===== config.mk =====
export PLATFORM = sky130hd
export DESIGN_NAME = digit_serial_addsub
export DESIGN_NICKNAME = d
export VERILOG_FILES = /design/src/rtl/addsub_pkg.sv /design/src/rtl/digit_serial_addsub_rca_digit.sv /design/src/rtl/digit_serial_addsub.sv
export SDC_FILE = /design/constraint.sdc
export NUM_CORES = 1
export LEC_CHECK = 0
export BUFFER_PORTS_ARGS = -buffer_cell sky130_fd_sc_hd__buf_2
export CORE_ASPECT_RATIO = 0.7
export CORE_MARGIN = 1
export CORE_UTILIZATION = 45
export CTS_BUF_LIST = sky130_fd_sc_hd__clkbuf_8 sky130_fd_sc_hd__clkbuf_16
export CTS_CLUSTER_DIAMETER = 120
export DETAILED_ROUTE_END_ITERATION = 6
export PLACE_DENSITY = 0.69
export SYNTH_ARGS = -nofsm -noshare
export SYNTH_HDL_FRONTEND = slang
export SYNTH_SLANG_ARGS = --single-unit

===== constraint.sdc =====
create_clock -name clk -period 12.5 [get_ports clk]
set_clock_uncertainty 0.2 [all_clocks]
set_input_delay 1.875 -clock clk [delete_from_list [all_inputs] [get_ports clk]]
set_output_delay 1.875 -clock clk [all_outputs]
set_load 0.005 [all_outputs]

===== src/rtl/addsub_pkg.sv =====
// Shared types and helpers for the digit-serial add/sub unit.
// FSM state, digit count and saturation patterns.
package addsub_pkg;

    typedef enum logic [1:0] {
        IDLE,
        RUN,
        DONE
    } state_t;

    localparam int MAX_W = 1024;

    function automatic int num_digits(int width, int digit);
        return (digit < 1) ? 1 : width / digit;
    endfunction

    // Largest positive signed value of the given width.
    function automatic logic [MAX_W-1:0] sat_max_pat(int width);
        logic [MAX_W-1:0] r;
        r = '0;
        for (int i = 0; i < width - 1; i++) begin
            r[i] = 1'b1;
        end
        return r;
    endfunction

    // Most negative signed value of the given width.
    function automatic logic [MAX_W-1:0] sat_min_pat(int width);
        logic [MAX_W-1:0] r;
        r = '0;
        r[width-1] = 1'b1;
        return r;
    endfunction

endpackage


===== src/rtl/digit_serial_addsub_rca_digit.sv =====
// DIGIT-bit combinational ripple-carry slice.
// Also exports the carry into its top bit for overflow detection.
module rca_digit #(
    parameter int DIGIT = 8
) (
    input  logic [DIGIT-1:0] a,
    input  logic [DIGIT-1:0] b,
    input  logic             cin,
    output logic [DIGIT-1:0] sum,
    output logic             cout,
    output logic             c_msb
);

    logic [DIGIT:0] c;

    // Ripple the carry through every bit of the slice.
    always_comb begin
        c    = '0;
        sum  = '0;
        c[0] = cin;
        for (int i = 0; i < DIGIT; i++) begin
            sum[i]   = a[i] ^ b[i] ^ c[i];
            c[i+1]   = (a[i] & b[i]) | (c[i] & (a[i] ^ b[i]));
        end
    end

    assign cout  = c[DIGIT];
    assign c_msb = c[DIGIT-1];

endmodule


===== src/rtl/digit_serial_addsub.sv =====
// Digit-serial add/subtract with optional signed saturation.
// One DIGIT-bit slice per clock, LSB first, valid/ready on both sides.
module digit_serial_addsub
    import addsub_pkg::*;
#(
    parameter int WIDTH = 32,
    parameter int DIGIT = 8
) (
    input  logic             clk,
    input  logic             rst_n,
    input  logic             in_valid,
    output logic             in_ready,
    input  logic [WIDTH-1:0] operand_a,
    input  logic [WIDTH-1:0] operand_b,
    input  logic             carry_in,
    input  logic             subtract_mode,
    input  logic             sat_mode,
    output logic             out_valid,
    input  logic             out_ready,
    output logic [WIDTH-1:0] result,
    output logic             carry_out,
    output logic             overflow
);

    localparam int ND = num_digits(WIDTH, DIGIT);
    localparam int CW = (ND > 1) ? $clog2(ND) : 1;
    localparam logic [CW-1:0] LAST = CW'(ND - 1);
    localparam logic [WIDTH-1:0] SAT_MAX = WIDTH'(sat_max_pat(WIDTH));
    localparam logic [WIDTH-1:0] SAT_MIN = WIDTH'(sat_min_pat(WIDTH));

    if (DIGIT < 1) begin : g_bad_digit
        $error("digit_serial_addsub: DIGIT must be >= 1");
    end else if (WIDTH % DIGIT != 0) begin : g_bad_width
        $error("digit_serial_addsub: WIDTH must be a multiple of DIGIT");
    end

    state_t           state;
    logic [WIDTH-1:0] a_q;
    logic [WIDTH-1:0] b_q;
    logic [WIDTH-1:0] acc;
    logic             sub_q;
    logic             sat_q;
    logic             c_q;
    logic [CW-1:0]    cnt;

    logic [DIGIT-1:0] sl_a;
    logic [DIGIT-1:0] sl_b;
    logic [DIGIT-1:0] sl_sum;
    logic             sl_cout;
    logic             sl_cmsb;
    logic [WIDTH-1:0] full;
    logic             raw_ovf;
    logic [WIDTH-1:0] final_res;

    // Select the current slice and merge its sum into the partial result.
    always_comb begin
        sl_a = a_q[int'(cnt)*DIGIT +: DIGIT];
        sl_b = b_q[int'(cnt)*DIGIT +: DIGIT];
        full = acc;
        full[int'(cnt)*DIGIT +: DIGIT] = sl_sum;
    end

    rca_digit #(
        .DIGIT (DIGIT)
    ) u_slice (
        .a     (sl_a),
        .b     (sl_b),
        .cin   (c_q),
        .sum   (sl_sum),
        .cout  (sl_cout),
        .c_msb (sl_cmsb)
    );

    assign raw_ovf = sl_cmsb ^ sl_cout;

    // Clamp toward the sign shared by both effective operands.
    always_comb begin
        final_res = full;
        if (sat_q && raw_ovf) begin
            final_res = (!a_q[WIDTH-1] && !b_q[WIDTH-1]) ? SAT_MAX : SAT_MIN;
        end
    end

    assign in_ready = (state == IDLE);

    // Control FSM plus the datapath registers it sequences.
    always_ff @(posedge clk or negedge rst_n) begin
        if (!rst_n) begin
            state     <= IDLE;
            a_q       <= '0;
            b_q       <= '0;
            acc       <= '0;
            sub_q     <= 1'b0;
            sat_q     <= 1'b0;
            c_q       <= 1'b0;
            cnt       <= '0;
            out_valid <= 1'b0;
            result    <= '0;
            carry_out <= 1'b0;
            overflow  <= 1'b0;
        end else begin
            unique case (state)
                IDLE: begin
                    if (in_valid) begin
                        a_q   <= operand_a;
                        b_q   <= operand_b ^ {WIDTH{subtract_mode}};
                        sub_q <= subtract_mode;
                        sat_q <= sat_mode;
                        c_q   <= carry_in ^ subtract_mode;
                        cnt   <= '0;
                        state <= RUN;
                    end
                end
                RUN: begin
                    acc <= full;
                    c_q <= sl_cout;
                    cnt <= cnt + 1'b1;
                    if (cnt == LAST) begin
                        cnt       <= '0;
                        result    <= final_res;
                        carry_out <= sl_cout ^ sub_q;
                        overflow  <= raw_ovf;
                        out_valid <= 1'b1;
                        state     <= DONE;
                    end
                end
                DONE: begin
                    if (out_ready) begin
                        out_valid <= 1'b0;
                        state     <= IDLE;
                    end
                end
                default: state <= IDLE;
            endcase
        end
    end

endmodule


; ---- After elaboration in Yosys (flattened, before gate mapping)
; Cells that the tools add are included.
[word_totals]
input_bits = 71
wordCells = 95
output_inout_bits = 36
ff_bits = 138
[classes]
mux = 15
n_reduce_logical = 12
n_eq_ne = 6
add_sub_neg = 2
shift = 4
n_bitwise = 44
[ops]
columns = cell, n
row1 = two-way mux 32 bit, 2
row2 = variable part select 32 x 6 -> 8 bit, 2
row3 = negator 5 -> 33 bit, 1
row4 = "variable shift 8 x 33 -> 32 bit, first input constant", 1
row5 = variable part select 8 x 33 -> 32 bit, 1
row6 = bitwise mux 32 bit, 1
row7 = bitwise XOR 32 bit, 1
row8 = bitwise XOR 1 bit, 19
row9 = bitwise AND 1 bit, 16
row10 = two-way mux 2 bit, 5
row11 = OR 1 bit, 8
row12 = "!= test 2 bit, second input constant", 3
row13 = one-hot mux 2 bit (3 select lines), 1
row14 = AND reduction 2 bit, 3
row15 = AND reduction 3 bit, 2
row16 = "equality test 2 bit, second input constant", 2
row17 = one-hot mux 1 bit (2 select lines), 2
row18 = one-hot mux 2 bit (2 select lines), 1
row19 = nonzero test 2 bit, 2
row20 = two-way mux 1 bit, 3
row21 = "adder 2 x 1 -> 2 bit, second input constant", 1
row22 = "equality test 2 x 1 -> 1 bit, second input constant", 1
row23 = logical AND 1 bit, 2
row24 = logical NOT 1 bit, 2
row25 = logical NOT 2 bit, 1

; ---- Depth between registers and ports, before layout
[depth]
word_depth = 21
mapped_depth = 17
depth_no_buf = 14

; ---- Cells and area by module
; Synthesis repeated with hierarchy kept, for this count alone.
[unflattened]
hier_cells = 626
area_unflattened_um2 = 6603.8
[by_module_without_submodules]
columns = mod, n_inst, area_each_um2, cells_per_inst, seq_area_each_um2
row1 = digit_serial_addsub, 1, 6406.1, 608, 3453.3
row2 = rca_digit, 1, 197.7, 18, 0.0

; ---- Worst setup path after synthesis
; Ideal clock, no wire load.
[synth_timing]
kind = register to register
startpoint = register cnt[0]
endpoint = register result[29]
setup_slack_ns = 7.885
arrival_ns = 4.281
synth_period_minus_slack_ns = 4.615
path_buffers = 2
setup_time_ns = 0.134
required_ns = 12.166
path_stages_with_launch = 17
cell_sequence = dfrtp_1 -> buf_4 -> mux4_2 -> inv_1 -> fa_1 -> fa_1 -> fa_1 -> fa_1 -> fa_1 -> inv_1 -> fa_1 -> fa_1 -> fa_1 -> xor2_1 -> a21o_1 -> buf_2 -> o211ai_1
[synth_via]
elab_chain_len = 21
word_cells_on_any_way = 51
classes_between = 1 x add/sub / 1 x eq/ne / 4 x shift / 2 x mux / 41 x bitwise / 2 x reduce/logical
[synth_lines]
columns = element, line_no
row1 = "start, declared", digit_serial_addsub.sv:44  ; logic [CW-1:0] cnt;
row2 = "start signal, assigned", digit_serial_addsub.sv:117  ; cnt <= cnt + 1'b1;
row3 = "parallel branches: the longest is 21 deep, another holds variable part select 32 x 6 -> 8 bit", -
row4 = "end signal, assigned", digit_serial_addsub.sv:120  ; result <= final_res;
row5 = "end, declared", digit_serial_addsub.sv:20  ; output logic [WIDTH-1:0] result,
; Parallel ways; which one is timed is not known.
; A chain may end at the register's enable or synchronous reset.

; ---- Worst setup path after layout
[layout_timing]
startpoint = register cnt[1]
endpoint = register result[31]
; The elaborated chain is that of the path after synthesis.

==> flow_summary.toml <==
[synth]
async_reset_ff_share_pct = 100.0
synth_cells = 656
seq_area_frac_synth_pct = 50.88
synth_cell_types = 37
synth_edf_count = 0
post_synth.cell_area_avg_um2 = 10.35
synth_area_um2 = 6787
ys_ff_latch = 138
synth_nets = 741
yosysWarnings = 0
ys.flop_type = "dfrtp_1"

[floorplanning]
coreArea_um2 = 14720
die_area_um2 = 15580
io_pins = 107
die_w_um = 148.8
rows = 37
initial_core_util_pct = 46.10
die_h_um = 104.7

[finish]
fill_cells = 1297
fin_util_pct = 54.01
num_antenna_cells = 0
syn_to_final_growth_pct = 17.16
drive_gt1_share_pct = 26.46
final_nets = 828

[placement]
dpl.hpwl_um = 10780
place_congestion = 0.7912
port_buffers = 106
preCtsSetupSlack_ns = 6.937

[outcome]
status = "complete, no violations"

[global_routing]
grt_max_degree = 101
antenna_found_initial = 0
grt_pass1_vias = 5134
grt_first_pass_wirelength_um = 26000
track_usage_pct = 21.88
gr-total-overflow = 0

[timing]
max_slew.worst_pin.slew_ns = 1.129
setup_viol = 0
fin_crit_sh_pct = 45.20
timing.slew.headroom_pct = 24.74
finalSetupTns_ns = 0
hold_viol = 0
finalCriticalPeriod_ns = 5.650
maxSlewViolCount = 0
grt_setup_unrepaired = "false"
max_freq_mhz = 177.0
worst_slack_ns = 6.850

[critical_path]
regToRegSetupSlack_ns = 6.85
worstPathArrival_ns = 5.80
critPathRequiredTime_ns = 12.65
critPathKind = "register to register"
reg2reg_from = "cnt[1]"
critPathMaxFanout = 32
r2r-end = "result[31]"
rr_worst_depth = 15
critPathCaptureType = "register"
cp-start-kind = "register"

[drt]
drtIter0Drc = 338
drt-pass1-iter-count = 5
remaining_drc_errors = 0
routed_wl_um = 15590
vias_per_cell = 5.186
wl_per_cell_um = 16.39
ant_nets = 0
vias = 4932

[hold_path]
hold_path_class = "register to register"
hold_end = "a_q[22]"
hold-path-cell-count = 2
hp-start = "a_q[22]"

[clock_network]
cts_tree = "done"
clk_pin_slew_ns = 0.06
cts_hold_buf = 0
clk_latency_ns = 0.42
cts-root-buf = "clkbuf_16"
clockBufferDepth = 2
cts-buffers-inserted = 17
htree_levels = 4
post_cts_buffers = 0
cts_resized = 0
clkSinkCount = 138

[power_and_ir_drop]
ir_drop_v = 0.0001873
p_per_area_nw_per_um2 = 289.9
total_leakage_power_uw = 0.003806

[run]
max_cap_violations = 0
worst max-delay path: stages, from the launching register on:
cell	delay, ns
dfrtp_1	0.58
buf_4	0.30
mux4_2	0.22
inv_1	0.05
fa_1	0.37
fa_1	0.39
fa_1	0.41
fa_1	0.40
fa_1	0.37
inv_1	0.08
fa_1	0.18
fa_1	0.24
fa_1	0.27
xor2_1	0.26
a21o_1	0.91
o221a_2	0.37
synth_stat cells, types with 3 or more instances:
library cell / instances / share of area [%]
a31oi_1: 31 / 2.9
buf_2: 19 / 1.4
buf_4: 3 / 0.33
buf_6: 10 / 1.7
clkbuf_1: 12 / 0.66
dfrtp_1: 138 / 51
fa_1: 8 / 2.4
ha_1: 6 / 1.1
inv_1: 20 / 1.1
mux4_2: 16 / 5.3
nand2_1: 203 / 11
nor2_1: 3 / 0.17
nor2b_1: 32 / 2.9
o211ai_1: 31 / 3.4
o21ai_0: 35 / 2.6
o21ai_2: 30 / 3.9
xnor2_1: 33 / 4.3
sequential cells by signal, indices dropped and copies added, names as in the netlist:
register / count
c_q: 1
b_q: 32
state: 2
sat_q: 1
a_q: 32
out_valid: 1
overflow: 1
sub_q: 1
carry_out: 1
acc: 32
cnt: 2
result: 32
where the power goes:
part	total [µW]	leakage [µW]	internal, µW	switching (µW)
Sequential	753	0.00179	633	119
Combinational	1030	0.00172	379	648
Clock	525	0.000302	334	191
Total	2310	0.00381	1350	958
stage by stage:
step,power [µW],instances,area [µm²],hold slack [ns]
4_1_cts,2315,951,7951,0.2740
6_report,2305,951,7951,0.2707
3_5_place_dp,1782,919,7327,0.2590
2_1_floorplan,1454,656,6787,0.2401
5_1_grt,2469,951,7951,0.2891
3_3_place_gp,1740,919,7327,0.2547
metal layers:
layer / GRT usage, % / up-vias / wire, µm / part of all wire [%]
li1: - / 2382 / - / -
met1: 30.44 / 2410 / 7527 / 48
met3: 5.721 / 15 / 767 / 4.9
met2: 33.61 / 125 / 7107 / 46
met5: 0 / - / 0 / 0
met4: 6.560 / 0 / 184 / 1.2
worst max path at each step:
stage,startpoint,to,slack (ns)
6_report,cnt[1],result[31],6.85
3_5_place_dp,cnt[0],result[31],6.94
5_1_grt,cnt[0],result[31],6.53
4_1_cts,cnt[0],result[31],6.88
2_1_floorplan,cnt[0],result[29],7.89
3_3_place_gp,cnt[0],result[31],7.11
logic make-up after synthesis:
kind of cell,count (synthesis),share of synthesized area [%]
AO/OA/AOI/OAI,136,13.74
XOR/XNOR,35,4.517
adder cells (fa/ha/maj),14,3.466
buffers and inverters,65,5.457
flip-flops,138,50.88
multiplexers,17,5.476
AND/OR/NAND/NOR,251,16.46
area by class of cell:
| cell class | count | area, µm² | area share (%) |
|---|---|---|---|
| Clock buffer | 21 | 480.5 | 6.042 |
| Clock inverter | 11 | 143.9 | 1.810 |
| Inverter | 20 | 75.07 | 0.9441 |
| Multi-Input combinational cell | 453 | 2965 | 37.29 |
| Sequential cell | 138 | 3453 | 43.43 |
| Tap cell | 195 | 244.0 | 3.068 |
| Timing Repair Buffer | 113 | 589.3 | 7.411 |
layout by cell type (no fill, tap or decap), types with 3 or more instances in the layout:
cell	netlist	routed
dfrtp_1	138	138
o21ai_2	30	30
clkbuf_8	0	4
a31oi_1	31	31
xnor2_1	33	33
ha_1	6	6
clkbuf_16	0	17
nor2b_1	32	32
fa_1	8	8
nand2_1	203	203
mux4_2	16	16
buf_4	3	7
nor2_1	3	3
buf_2	19	105
o211ai_1	31	31
clkinvlp_4	0	3
bufinv_16	0	3
inv_1	20	21
o21ai_0	35	35
Note: power is estimated with default switching activity, not from simulation.
